`config.mk`:
```
export PLATFORM = sky130hd
export DESIGN_NAME = clk_div_multi
export DESIGN_NICKNAME = d
export VERILOG_FILES = /design/src/rtl/clk_div_pkg.sv /design/src/rtl/clk_div_chan.sv /design/src/rtl/clk_div_multi.sv
export SDC_FILE = /design/constraint.sdc
export NUM_CORES = 1
export LEC_CHECK = 0
export ABC_AREA = 1
export CAP_MARGIN = 10
export CORE_MARGIN = 5
export CORE_UTILIZATION = 66
export CTS_CLUSTER_DIAMETER = 60
export DETAILED_ROUTE_END_ITERATION = 8
export PLACE_DENSITY = 0.95
export SETUP_SLACK_MARGIN = 0.3
export SLEW_MARGIN = 20
export SYNTH_ARGS = -nofsm -noshare
export SYNTH_HDL_FRONTEND = slang
export SYNTH_SLANG_ARGS = --single-unit
```
`constraint.sdc`:
```
create_clock -name clk -period 4.3 [get_ports clk]
set_clock_uncertainty 0.15 [all_clocks]
set_input_delay 0.645 -clock clk [delete_from_list [all_inputs] [get_ports clk]]
set_output_delay 0.645 -clock clk [all_outputs]
set_load 0.1 [all_outputs]
```
`src/rtl/clk_div_pkg.sv`:
```
// Shared defaults and channel-state layout for the multi-channel clock divider.
package clk_div_pkg;

  localparam int DEF_CNT_W = 32;
  localparam int DEF_DIV   = 9000000;

  // Per-channel state at the default counter width.
  typedef struct packed {
    logic [DEF_CNT_W-1:0] count;
    logic [DEF_CNT_W-1:0] div_act;
    logic [DEF_CNT_W-1:0] div_pend;
    logic                 pend;
  } chan_state_t;

endpackage

```
`src/rtl/clk_div_chan.sv`:
```
// One divider channel: half-period counter, active/pending divisor, sclk and tick flops.
// A new divisor is applied only at a terminal count or while stopped.
module clk_div_chan
  import clk_div_pkg::*;
#(
  parameter int               CNT_W       = DEF_CNT_W,
  parameter logic [CNT_W-1:0] DEFAULT_DIV = CNT_W'(DEF_DIV)
) (
  input  logic             clk,
  input  logic             reset,
  input  logic             en,
  input  logic             wr,
  input  logic [CNT_W-1:0] wr_div,
  output logic             sclk,
  output logic             tick,
  output logic             pend
);

  // Same layout as chan_state_t, sized by this instance's CNT_W.
  typedef struct packed {
    logic [CNT_W-1:0] count;
    logic [CNT_W-1:0] div_act;
    logic [CNT_W-1:0] div_pend;
    logic             pend;
  } state_t;

  state_t st;
  logic   sclk_q;
  logic   tick_q;
  logic   at_term;
  logic   apply;

  assign at_term = (st.count == st.div_act);
  assign apply   = st.pend & (~en | at_term);

  // NOTE: div_pend is deliberately left out of reset; pend guards it, so its
  // contents are never observed until a write has loaded it.
  // NOTE: sequential state uses non-blocking assignments so every flop samples
  // the pre-edge values regardless of statement order.
  always_ff @(posedge clk) begin
    if (reset) begin
      st.count   <= '0;
      st.div_act <= DEFAULT_DIV;
      st.pend    <= 1'b0;
      sclk_q     <= 1'b0;
      tick_q     <= 1'b0;
    end else begin
      if (en) begin
        if (at_term) begin
          st.count <= '0;
          sclk_q   <= ~sclk_q;
          tick_q   <= 1'b1;
        end else begin
          st.count <= st.count + 1'b1;
          tick_q   <= 1'b0;
        end
      end else begin
        st.count <= '0;
        sclk_q   <= 1'b0;
        tick_q   <= 1'b0;
      end

      // Divisor swaps only when count returns to zero, so no runt half-periods.
      if (apply) begin
        st.div_act <= st.div_pend;
        st.pend    <= 1'b0;
      end

      if (wr) begin
        st.div_pend <= wr_div;
        st.pend     <= 1'b1;
      end
    end
  end

  assign sclk = sclk_q;
  assign tick = tick_q;
  assign pend = st.pend;

endmodule

```
`src/rtl/clk_div_multi.sv`:
```
// Multi-channel programmable clock divider: config decode and ready muxing
// around NUM_CH independent clk_div_chan instances.
module clk_div_multi
  import clk_div_pkg::*;
#(
  parameter  int NUM_CH      = 4,
  parameter  int CNT_W       = DEF_CNT_W,
  parameter  int DEFAULT_DIV = DEF_DIV,
  localparam int CH_W        = (NUM_CH > 1) ? $clog2(NUM_CH) : 1
) (
  input  logic              clk,
  input  logic              reset,
  input  logic [NUM_CH-1:0] en,
  input  logic              cfg_valid,
  input  logic [CH_W-1:0]   cfg_ch,
  input  logic [CNT_W-1:0]  cfg_div,
  output logic              cfg_ready,
  output logic [NUM_CH-1:0] sclk,
  output logic [NUM_CH-1:0] tick
);

  logic [NUM_CH-1:0] pend;
  logic [NUM_CH-1:0] wr;

  // NOTE: both outputs get a default before the loop so no latch is inferred.
  // Out-of-range channels keep cfg_ready high and the write is simply dropped.
  always_comb begin
    cfg_ready = 1'b1;
    wr        = '0;
    for (int i = 0; i < NUM_CH; i++) begin
      if (cfg_ch == CH_W'(i)) begin
        cfg_ready = ~pend[i];
        wr[i]     = cfg_valid & ~pend[i];
      end
    end
  end

  for (genvar g = 0; g < NUM_CH; g++) begin : g_chan
    clk_div_chan #(
      .CNT_W       (CNT_W),
      .DEFAULT_DIV (CNT_W'(DEFAULT_DIV))
    ) u_chan (
      .clk    (clk),
      .reset  (reset),
      .en     (en[g]),
      .wr     (wr[g]),
      .wr_div (cfg_div),
      .sclk   (sclk[g]),
      .tick   (tick[g]),
      .pend   (pend[g])
    );
  end

endmodule

```
==> run_results.csv <==
group,metric,value,unit
status,status,"completed",
die,dieArea,0.03032,mm2
finish,syn2layout_area_growth,10.34,%
sta,max_freq,0.3186,GHz
worst_setup_path,crit_slowest_cell,"buf_4",
synthesis,synth_seq_cells,396,
grt,grt_max_degree,69,
worst_setup_path,arrival,2340,ps
die,std_cell_rows,60,
power_and_ir_drop,power.total,7.691,mW
power_and_ir_drop,internal-power,5.940,mW
clocking,cts_buffers,38,
worst_setup_path,crit_top_cell,"buf_4",
synthesis,synth_nets,2189,
die,start_util,0.6653,
power_and_ir_drop,power.switching,1.751,mW
clocking,cts_root_buf,"clkbuf_16",
power_and_ir_drop,peakVddDrop,0.0003223,V
placement,portBuffers,49,
min_path,whs_endpoint,"g_chan[0].u_chan.sclk",
worst_setup_path,path_class,"flop to output port",
synthesis,yosys_warnings,0,
clocking,cts_hold_buffers,0,
grt,grt_pass1_wl,71520,um
synthesis,synth_top_cell_by_area,"dfxtp_1",
placement,post-dp-hpwl,28230,um
min_path,min_path_cells,1,
drt,drcViolationCount,0,
sta,rsz0062_at_grt,"no",
worst_setup_path,start_kind,"flop",
worst_setup_path,rrSetupSlack,1220,ps
die,chipHeight,174.1,um
die,die_w,174.1,um
grt,groute.usage.overall,0.2898,
power_and_ir_drop,p_seq_frac,0.516,
sta,slew_viol_final,0,
clocking,postCtsSetupRepairBufs,0,
sta,post-route-period-util,0.7298,
sta,worst_slew_pin_slew,1136,ps
drt,drt_pre_antenna_iters,6,
drt,viasPerCell,5.788,
power_and_ir_drop,p_comb_frac,0.054,
finish,layout_common_cells,"nand2_1, nor2_1, dfxtp_1",
finish,layout-drive-gt1-share,0.06983,
synthesis,ys_seq_area_frac,0.5179,
synthesis,synth_area_leaders,"dfxtp_1, edfxtp_1, nand2_1",
drt,ant_nets,0,
clocking,clock_sink_count,396,
grt,antenna_found_initial,3,
clocking,clock_path_buffers,3,
clocking,clk_pin_slew,60,ps
sta,finalSetupViolations,0,
sta,slew_headroom,0.2406,
sta,hold_violations,0,
worst_setup_path,ff2ff_path_depth,10,
synthesis,syn_area,0.01778,mm2
power_and_ir_drop,p_sw_frac,0.2277,
grt,grt.overflow.total,0,
synthesis,synth_top_area_frac,0.3018,
synthesis,syn_area_per_cell,8.293,um2
synthesis,syn-instance-count,2144,
die,coreArea,0.02673,mm2
synthesis,yosysUniqueCellTypes,44,
power_and_ir_drop,p_clk_frac,0.430,
clocking,insertion_delay,530,ps
worst_setup_path,path_max_fanout,59,
min_path,hp-class,"flop to flop",
sta,finalSetupTns,0,ps
sta,period_needed,3138,ps
drt,wire_per_inst,17.70,um
clocking,cts_htree_levels,2,
power_and_ir_drop,powerDensity,392.0,mW/mm2
worst_setup_path,timing.rr.start,"g_chan[1].u_chan.st[85]",
min_path,hp-start,"g_chan[0].u_chan.sclk",
worst_setup_path,cp_cell_sequence,"buf_4 -> inv_1 -> a211oi_1 -> mux2i_1 -> buf_4",
worst_setup_path,timing.rr.end,"g_chan[1].u_chan.st[47]",
clocking,postCtsResizedCells,0,
worst_setup_path,max_stage_delay,500,ps
drt,drt_wl_total,44850,um
finish,final_nets,2206,
worst_setup_path,end_kind,"output port",
die,ios,50,
clocking,tritoncts,"done",
grt,grt_pass1_vias,14411,
drt,dr_total_vias,14666,
finish,final_common_cell,"nand2_1",
placement,gp_congestion,0.8482,
drt,first_iter_violations,1735,
power_and_ir_drop,leakagePower,7.285,nW
run,cap_violations,0,
worst_setup_path,crit_required,3500,ps
-- power groups by stage --
stage               registers (mW)  logic [mW]  clock network, mW
floorplan                     4.04       0.257                  0
global placement              4.05       0.364                  0
detailed placement            4.05       0.384                  0
CTS                           3.97       0.400               3.32
global route                  3.97       0.444               3.51
finish                        3.97       0.412               3.31
-- sequential cells by signal (all words and copies together) (netlist names) --
register            cells
g_chan.u_chan.pend      4
g_chan.u_chan.sclk      4
g_chan.u_chan.st      384
g_chan.u_chan.tick      4
-- final cells by class --
type                    count  area, um2
flip-flops and latches    396       9214
multi-input cells        1433       7281
fillers                  1713       7107
clock buffers              53       1121
inverters                 225      847.1
repair buffers             67      623.1
well taps                 341      426.7
clock inverters            17      101.3
diodes                      2      5.005
-- worst max-delay path by stage --
stage	from	to	slack (ps)	cells past startpoint
2_1_floorplan	cfg_ch[0]	cfg_ready	1030	3
3_3_place_gp	reset	g_chan[0].u_chan.st[86]	1440	6
3_5_place_dp	reset	g_chan[0].u_chan.st[90]	1300	6
4_1_cts	g_chan[1].u_chan.pend	cfg_ready	1210	5
5_1_grt	g_chan[1].u_chan.st[68]	g_chan[1].u_chan.st[47]	1020	10
6_report	g_chan[1].u_chan.pend	cfg_ready	1160	5
-- critical path, delay by kind of cell (launching register included) --
family,cells,cell delay (ps)
muxes,1,120
AOI/OAI and AO/OA,1,300
buffers and inverters,3,1090
DFF,1,310
-- synth_stat cells, drive strengths merged --
master / number
nor3: 50
inv: 224
clkbuf: 38
mux2i: 2
xnor2: 126
buf: 52
nor3b: 20
a31oi: 2
a211oi: 1
nor2: 319
ha: 4
dfxtp: 268
or2: 17
o22ai: 3
xor2: 43
nand2: 460
nor4: 9
clkinv: 1
o21ai: 9
and3: 6
edfxtp: 128
nand3: 199
a21oi: 134
nand4: 27
nand3b: 2
-- cell families after synthesis --
| group | synth area share |
|---|---|
| and+or+nand+nor | 0.2789 |
| DFF | 0.5179 |
| buffers and inverters | 0.07312 |
| xor gates and xnor gates | 0.08325 |
| AOI/OAI and AO/OA | 0.04286 |
| adders and majority gates | 0.002815 |
| muxes | 0.001126 |
-- per-layer routing --
metal | GRT usage | vias to the layer above | wire [um] | part of all wire
met5 | 0 | - | 0 | 0
met4 | 0.1089 | 0 | 1737 | 0.039
met3 | 0.07003 | 166 | 4310 | 0.096
met2 | 0.5089 | 811 | 22610 | 0.50
met1 | 0.3460 | 6793 | 16190 | 0.36
li1 | - | 6896 | - | -
-- through the flow --
step                cells  area [um2]  utilization  setup WS (ps)  hold WS [ps]
floorplan            2144       17780            -           1028         290.8
global placement     2462       18390       0.6882           1439         297.1
detailed placement   2462       18390       0.6882           1300         300.3
CTS                  2532       19610       0.7339           1213         308.9
global route         2533       19620       0.7340           1018         348.0
finish               2534       19620       0.7341           1162         303.9
No activity file was read; power rests on OpenSTA's default activity.
